$ cat src/rtl/mul_issue_ctrl_if.sv
// Signal bundle tying mul_issue_ctrl to the execute stage, the Booth multiplier and writeback.
// The master modport is the environment side; the slave modport is the controller.
interface mul_issue_ctrl_if #(
    parameter int unsigned XLEN = 32
) ();
    logic            in_valid;
    logic            in_ready;
    logic [2:0]      in_funct3;
    logic [XLEN-1:0] in_rs1;
    logic [XLEN-1:0] in_rs2;
    logic [4:0]      in_rd;
    logic            flush;
    logic [XLEN-1:0] mul_a;
    logic [XLEN-1:0] mul_b;
    logic            mul_is_unsigned;
    logic [XLEN-1:0] mul_r_high;
    logic [XLEN-1:0] mul_r_low;
    logic            out_valid;
    logic            out_ready;
    logic [XLEN-1:0] out_result;
    logic [4:0]      out_rd;

    modport master (
        output in_valid, in_funct3, in_rs1, in_rs2, in_rd, flush, mul_r_high, mul_r_low,
               out_ready,
        input  in_ready, mul_a, mul_b, mul_is_unsigned, out_valid, out_result, out_rd
    );

    modport slave (
        input  in_valid, in_funct3, in_rs1, in_rs2, in_rd, flush, mul_r_high, mul_r_low,
               out_ready,
        output in_ready, mul_a, mul_b, mul_is_unsigned, out_valid, out_result, out_rd
    );
endinterface

$ cat src/rtl/mul_issue_ctrl.sv
// Issue/retire controller for the M-extension pipelined multiplier with a FWFT result buffer.
// Define MUL_PERF_CNT_EN to add the perf_issued / perf_stall counters.
module mul_issue_ctrl #(
    parameter int unsigned XLEN       = 32,
    parameter int unsigned MUL_LAT    = 4,
    parameter int unsigned FIFO_DEPTH = 4
) (
    input  logic        clk,
    input  logic        rst_n,
`ifdef MUL_PERF_CNT_EN
    output logic [31:0] perf_issued,
    output logic [31:0] perf_stall,
`endif
    mul_issue_ctrl_if.slave bus
);
    localparam int unsigned PtrW = (FIFO_DEPTH > 1) ? $clog2(FIFO_DEPTH) : 1;
    localparam int unsigned CntW = $clog2(FIFO_DEPTH + 1);

    typedef enum logic [1:0] {
        OpMul    = 2'b00,
        OpMulh   = 2'b01,
        OpMulhsu = 2'b10,
        OpMulhu  = 2'b11
    } op_e;

    typedef struct packed {
        logic            valid;
        op_e             op;
        logic [4:0]      rd;
        logic            rs1_sign;
        logic [XLEN-1:0] rs2;
    } tag_t;

    tag_t            tag_q [MUL_LAT];
    tag_t            tag_d [MUL_LAT];
    tag_t            last;
    logic            fire;
    logic            push;
    logic            pop;
    logic [XLEN-1:0] retire_result;

    logic [XLEN-1:0] mem_result [FIFO_DEPTH];
    logic [4:0]      mem_rd     [FIFO_DEPTH];
    logic [PtrW-1:0] wr_ptr_q;
    logic [PtrW-1:0] rd_ptr_q;
    logic [CntW-1:0] count_q;
    logic [CntW-1:0] credit_q;

    function automatic logic [PtrW-1:0] next_ptr(input logic [PtrW-1:0] p);
        return (p == PtrW'(FIFO_DEPTH - 1)) ? '0 : p + PtrW'(1);
    endfunction

    // Credits cover in-flight tags plus buffered results, so every retire has a free slot.
    assign bus.in_ready = rst_n && (credit_q < CntW'(FIFO_DEPTH));
    assign fire = bus.in_valid & bus.in_ready & ~bus.flush & ~bus.in_funct3[2];
    assign bus.out_valid = (count_q != '0);
    assign pop = bus.out_valid & bus.out_ready & ~bus.flush;
    assign last = tag_q[MUL_LAT-1];
    assign push = last.valid & ~bus.flush;

    // MULHSU runs unsigned and is corrected at retire; MUL's low word is sign-agnostic.
    assign bus.mul_a = rst_n ? bus.in_rs1 : '0;
    assign bus.mul_b = rst_n ? bus.in_rs2 : '0;
    assign bus.mul_is_unsigned = ~rst_n | (bus.in_funct3[1:0] != OpMulh);

    assign bus.out_result = bus.out_valid ? mem_result[rd_ptr_q] : '0;
    assign bus.out_rd     = bus.out_valid ? mem_rd[rd_ptr_q] : '0;

    always_comb begin
        tag_d[0] = '{valid:    fire,
                     op:       op_e'(bus.in_funct3[1:0]),
                     rd:       bus.in_rd,
                     rs1_sign: bus.in_rs1[XLEN-1],
                     rs2:      bus.in_rs2};
        for (int unsigned i = 1; i < MUL_LAT; i++) begin
            tag_d[i]       = tag_q[i-1];
            tag_d[i].valid = tag_q[i-1].valid & ~bus.flush;
        end
    end

    always_comb begin
        retire_result = bus.mul_r_high;
        case (last.op)
            OpMul:    retire_result = bus.mul_r_low;
            OpMulhsu: retire_result = bus.mul_r_high - (last.rs1_sign ? last.rs2 : '0);
            default:  retire_result = bus.mul_r_high;
        endcase
    end

    always_ff @(posedge clk) begin
        if (!rst_n) begin
            for (int unsigned i = 0; i < MUL_LAT; i++) begin
                tag_q[i] <= '0;
            end
        end else begin
            tag_q <= tag_d;
        end
    end

    always_ff @(posedge clk) begin
        if (!rst_n || bus.flush) begin
            wr_ptr_q <= '0;
            rd_ptr_q <= '0;
            count_q  <= '0;
            credit_q <= '0;
        end else begin
            if (push) wr_ptr_q <= next_ptr(wr_ptr_q);
            if (pop)  rd_ptr_q <= next_ptr(rd_ptr_q);
            if (push && !pop) begin
                count_q <= count_q + CntW'(1);
            end else if (!push && pop) begin
                count_q <= count_q - CntW'(1);
            end
            if (fire && !pop) begin
                credit_q <= credit_q + CntW'(1);
            end else if (!fire && pop) begin
                credit_q <= credit_q - CntW'(1);
            end
        end
    end

    always_ff @(posedge clk) begin
        if (push) begin
            mem_result[wr_ptr_q] <= retire_result;
            mem_rd[wr_ptr_q]     <= last.rd;
        end
    end

`ifdef MUL_PERF_CNT_EN
    // Counters survive flush; only reset clears them.
    always_ff @(posedge clk) begin
        if (!rst_n) begin
            perf_issued <= '0;
            perf_stall  <= '0;
        end else begin
            if (fire) perf_issued <= perf_issued + 32'd1;
            if (bus.in_valid && !bus.in_ready && !bus.flush) perf_stall <= perf_stall + 32'd1;
        end
    end
`endif
endmodule
$ cat src/flat_wrapper.sv
// flat-port wrapper written by rule: the top's interface ports become plain ports
module mul_issue_ctrl_flat 
#(
    parameter int unsigned XLEN       = 32,
    parameter int unsigned MUL_LAT    = 4,
    parameter int unsigned FIFO_DEPTH = 4
)
  (clk, rst_n, bus_in_valid, bus_in_funct3, bus_in_rs1, bus_in_rs2, bus_in_rd, bus_flush, bus_mul_r_high, bus_mul_r_low, bus_out_ready, bus_in_ready, bus_mul_a, bus_mul_b, bus_mul_is_unsigned, bus_out_valid, bus_out_result, bus_out_rd);
  mul_issue_ctrl_if #(.XLEN(XLEN)) bus_i ();
  input  logic clk;
  input  logic rst_n;
  input wire logic [$bits(bus_i.in_valid)-1:0] bus_in_valid;
  input wire logic [$bits(bus_i.in_funct3)-1:0] bus_in_funct3;
  input wire logic [$bits(bus_i.in_rs1)-1:0] bus_in_rs1;
  input wire logic [$bits(bus_i.in_rs2)-1:0] bus_in_rs2;
  input wire logic [$bits(bus_i.in_rd)-1:0] bus_in_rd;
  input wire logic [$bits(bus_i.flush)-1:0] bus_flush;
  input wire logic [$bits(bus_i.mul_r_high)-1:0] bus_mul_r_high;
  input wire logic [$bits(bus_i.mul_r_low)-1:0] bus_mul_r_low;
  input wire logic [$bits(bus_i.out_ready)-1:0] bus_out_ready;
  output wire logic [$bits(bus_i.in_ready)-1:0] bus_in_ready;
  output wire logic [$bits(bus_i.mul_a)-1:0] bus_mul_a;
  output wire logic [$bits(bus_i.mul_b)-1:0] bus_mul_b;
  output wire logic [$bits(bus_i.mul_is_unsigned)-1:0] bus_mul_is_unsigned;
  output wire logic [$bits(bus_i.out_valid)-1:0] bus_out_valid;
  output wire logic [$bits(bus_i.out_result)-1:0] bus_out_result;
  output wire logic [$bits(bus_i.out_rd)-1:0] bus_out_rd;
  assign bus_i.in_valid = bus_in_valid;
  assign bus_i.in_funct3 = bus_in_funct3;
  assign bus_i.in_rs1 = bus_in_rs1;
  assign bus_i.in_rs2 = bus_in_rs2;
  assign bus_i.in_rd = bus_in_rd;
  assign bus_i.flush = bus_flush;
  assign bus_i.mul_r_high = bus_mul_r_high;
  assign bus_i.mul_r_low = bus_mul_r_low;
  assign bus_i.out_ready = bus_out_ready;
  assign bus_in_ready = bus_i.in_ready;
  assign bus_mul_a = bus_i.mul_a;
  assign bus_mul_b = bus_i.mul_b;
  assign bus_mul_is_unsigned = bus_i.mul_is_unsigned;
  assign bus_out_valid = bus_i.out_valid;
  assign bus_out_result = bus_i.out_result;
  assign bus_out_rd = bus_i.out_rd;
  mul_issue_ctrl #(.XLEN(XLEN), .MUL_LAT(MUL_LAT), .FIFO_DEPTH(FIFO_DEPTH)) u_core (.clk(clk), .rst_n(rst_n), .bus(bus_i));
endmodule
$ cat config.mk
export PLATFORM = sky130hd
export DESIGN_NAME = mul_issue_ctrl_flat
export DESIGN_NICKNAME = d
export VERILOG_FILES = /design/src/rtl/mul_issue_ctrl_if.sv /design/src/rtl/mul_issue_ctrl.sv /design/src/flat_wrapper.sv
export SDC_FILE = /design/constraint.sdc
export NUM_CORES = 1
export LEC_CHECK = 0
export ABC_CLOCK_PERIOD_IN_PS = 3080
export BUFFER_PORTS_ARGS = -buffer_cell sky130_fd_sc_hd__clkbuf_2
export CORE_ASPECT_RATIO = 2
export CORE_MARGIN = 3
export CORE_UTILIZATION = 40
export DETAILED_ROUTE_END_ITERATION = 6
export PLACE_DENSITY_LB_ADDON = 0.25
export SLEW_MARGIN = 20
export SYNTH_ARGS = -nofsm -noshare
export SYNTH_HDL_FRONTEND = slang
export SYNTH_SLANG_ARGS = --single-unit
$ cat constraint.sdc
create_clock -name clk -period 3.08 [get_ports clk]
set_input_delay 0.308 -clock clk [delete_from_list [all_inputs] [get_ports clk]]
set_output_delay 0.308 -clock clk [all_outputs]
set_load 0.01 [all_outputs]
==> impl_metrics.json <==
{
  "status": "finished clean",
  "min_path_type": "in2reg",
  "synth-seq-area-share": 0.587,
  "clk-insertion-delay-late_ns": 0.54,
  "clockRootBuffer": "clkbuf_16",
  "fmax_mhz": 337,
  "die_w_um": 136,
  "drt_iter0_drc": 419,
  "grt_start_max_net_pins": 226,
  "placed_cells": 1775,
  "p_leak_uw": 0.00669,
  "yosys_most_used_dff": "dfxtp_1",
  "required_ns": 3.33,
  "synth_enable_flop_cells": 148,
  "portBuffers": 244,
  "final_cell_area_um2": 16900,
  "synth.avg_cell_area_um2": 12.2,
  "num_vias": 9024,
  "period_needed_ns": 2.97,
  "ir_worst_vdd_v": 0.000340,
  "drive_gt1_frac": 0.280,
  "path_class": "reg2reg",
  "slew_viol_final": 0,
  "design.die.area_um2": 36300,
  "async_flop_share": 0,
  "hpwl_um": 21500,
  "reg2reg_depth": 12,
  "synthesis.nets": 1305,
  "finalClockSkew_ns": 0.0174,
  "path_buf_inv": 2,
  "cts_sinks": 324,
  "setup_viol": 0,
  "critical-path-slowest-cell": "dfxtp_4",
  "die_h_um": 267,
  "worstMarginPinSlew_ns": 0.931,
  "relSlewSlack": 0.379,
  "start_util": 0.410,
  "grt_pass1_wl_um": 46900,
  "ys.warnings.count": 0,
  "place_congestion": 0.884,
  "wirelength_um": 29800,
  "placementRows": 94,
  "clk_pin_slew_worst_paths_ns": 0.07,
  "grt_pass1_vias": 9283,
  "htreeDepth": 1,
  "clk_path_buf_depth": 3,
  "cts_inserted_buffers": 27,
  "cts_tree": "done",
  "viasPerCell": 4.83,
  "whs_path_depth": 3,
  "cp-end-kind": "flip-flop",
  "core_um2": 33200,
  "hold_violations": 0,
  "dr.pass1.iters": 4,
  "power.density_nw_per_um2": 509,
  "path_cells": "and2_4 -> buf_4 -> buf_4 -> ha_1 -> nand3b_1 -> a21oi_2 -> o211ai_1 -> a21o_1 -> and2_2 -> o31ai_2 -> xnor2_1 -> o21ai_1",
  "tns_ns": 0,
  "ys_seq_elements": 324,
  "path_common_cell": "buf_4",
  "drc": 0,
  "period_share": 0.965,
  "path_max_fanout": 4,
  "start_kind": "flip-flop",
  "nets": 1604,
  "ios": 245,
  "critical_path_arrival_ns": 3.22,
  "antenna_found_initial": 3,
  "fin_cells": 1868,
  "grt_setup_unrepaired": "true",
  "grt.total_usage": 0.163,
  "cpPeakStageDelay_ns": 0.36,
  "worst_hold_slack_ns": 0.0555,
  "postRouteAntennaNets": 0,
  "synth_cells": 1116,
  "post-route-util": 0.509,
  "cp_num_cells": 12,
  "routedWlPerCell_um": 15.9,
  "ys_types": 55,
  "maxCapViolCount": 0,
  "area_growth_pct": 24.2,
  "crit_family": "compound AO/OA/AOI/OAI gates",
  "globalRouteOverflowTotal": 0,
  "dpl_cell_area_um2": 15500,
  "synth_area_um2": 13600
}
==> tightest hold or removal path, delay by kind of cell <==
family / cells / cell delay [ns]
AND/OR/NAND/NOR: 1 / 0.07
AO/OA/AOI/OAI: 1 / 0.06
buffers and inverters: 1 / 0.09
==> flip-flops by register name, indices dropped and copies added (netlist names), named ones only <==
register and count:
u_core.mem_rd 20, u_core.tag_d 120, u_core.count_q 3, u_core.mem_result 128
u_core.wr_ptr_q 2, u_core.credit_q 3, u_core.last 41, u_core.rd_ptr_q 2
u_core.tag_q 3
==> logic make-up after synthesis <==
group / Yosys count / share of synthesized area
compound gates: 146 / 0.0688
fa+ha+maj: 48 / 0.0459
xor+xnor: 31 / 0.0200
flops: 324 / 0.587
mux: 58 / 0.0768
buf+inv: 82 / 0.0234
simple gates: 427 / 0.179
==> cells in the mapped netlist, types with 19 or more instances <==
cell        n  share of area
a21o_1     19          0.011
a21oi_1    38          0.014
and2_1    268           0.12
clkbuf_1   50          0.014
dfxtp_1   176           0.26
edfxtp_1  148           0.33
ha_1       45          0.041
inv_1      21         0.0058
mux2i_1    21          0.015
mux4_2     37          0.061
nand2_1    73          0.020
nor2_1     33         0.0091
o21ai_0    21         0.0077
o21ai_1    25         0.0092
xnor2_1    21          0.014
==> worst paths after layout <==
| kind | slack, ns | startpoint | to |
|---|---|---|---|
| max reg2reg | 0.11 | u_core.last[32]$_SDFF_PN0_ | u_core.mem_result[3][25]$_DFFE_PP_ |
| min | 0.06 | bus_out_ready | flip-flop |
| min reg2reg | 0.41 | u_core.tag_q[122]$_SDFF_PN0_ | u_core.tag_q[81]$_SDFF_PN0_ |
| max | 0.11 | u_core.last[32]$_SDFF_PN0_ | u_core.mem_result[3][25]$_DFFE_PP_ |
==> through the flow <==
stage               worst slack, ns  total power (uW)
detailed placement           -0.138              5330
global route                -0.0451              8940
floorplan                    0.0554              5050
global placement            -0.0324              5320
CTS                         0.00324              8700
finish                        0.109              8590
==> cells in the final DEF (no fill, tap or decap), types with 4 or more instances in the layout <==
cell / n
ha_1: 43
nand3_1: 7
o21ai_2: 5
xnor2_1: 21
mux2i_1: 21
o21ai_0: 18
and2_1: 262
nand2_1: 72
dfxtp_2: 4
clkbuf_16: 27
dfxtp_1: 171
nor3_1: 4
o21ai_1: 23
dlygate4sd3_1: 41
o21a_1: 4
a31oi_1: 6
nand2b_1: 4
clkbuf_2: 243
mux4_2: 37
nand4_1: 7
nor2b_1: 5
and2_2: 5
nor3b_1: 10
nor2_1: 33
buf_4: 43
clkbuf_8: 7
clkinv_2: 4
a21o_1: 19
xor2_1: 10
a211oi_1: 4
edfxtp_1: 148
clkbuf_1: 7
inv_1: 22
o211ai_1: 6
a21oi_1: 36
==> final cells by class <==
type                            instances  area, um^2
Fill cell                            2974       16300
Inverter                               21        78.8
Timing Repair Buffer                  331        2010
Antenna cell                            1        2.50
Sequential cell                       324        7980
Multi-Input combinational cell        710        5390
Clock inverter                          8        66.3
Tap cell                              432         541
Clock buffer                           41         798
==> routing by layer <==
metal	share of wire	global-route usage	vias to the layer above
met1	0.37	0.175	4181
met5	0.00091	0	-
met4	0.040	0.0725	4
li1	-	-	4478
met3	0.059	0.0240	65
met2	0.53	0.309	296
==> power breakdown <==
group / internal (uW) / switching (uW)
Clock: 1870 / 1440
Sequential: 4570 / 20.0
Combinational: 335 / 362
==> what timing repair did <==
item / 4_1_cts / 5_1_grt
pin swaps: 1 / 9
setup buffers: 0 / 2
hold endpoints to repair: 41 / 0
gates resized for setup: 5 / 22
hold buffers: 41 / 0
endpoints found under the setup margin: 23 / 76
No activity file was read; power rests on OpenSTA's default activity.
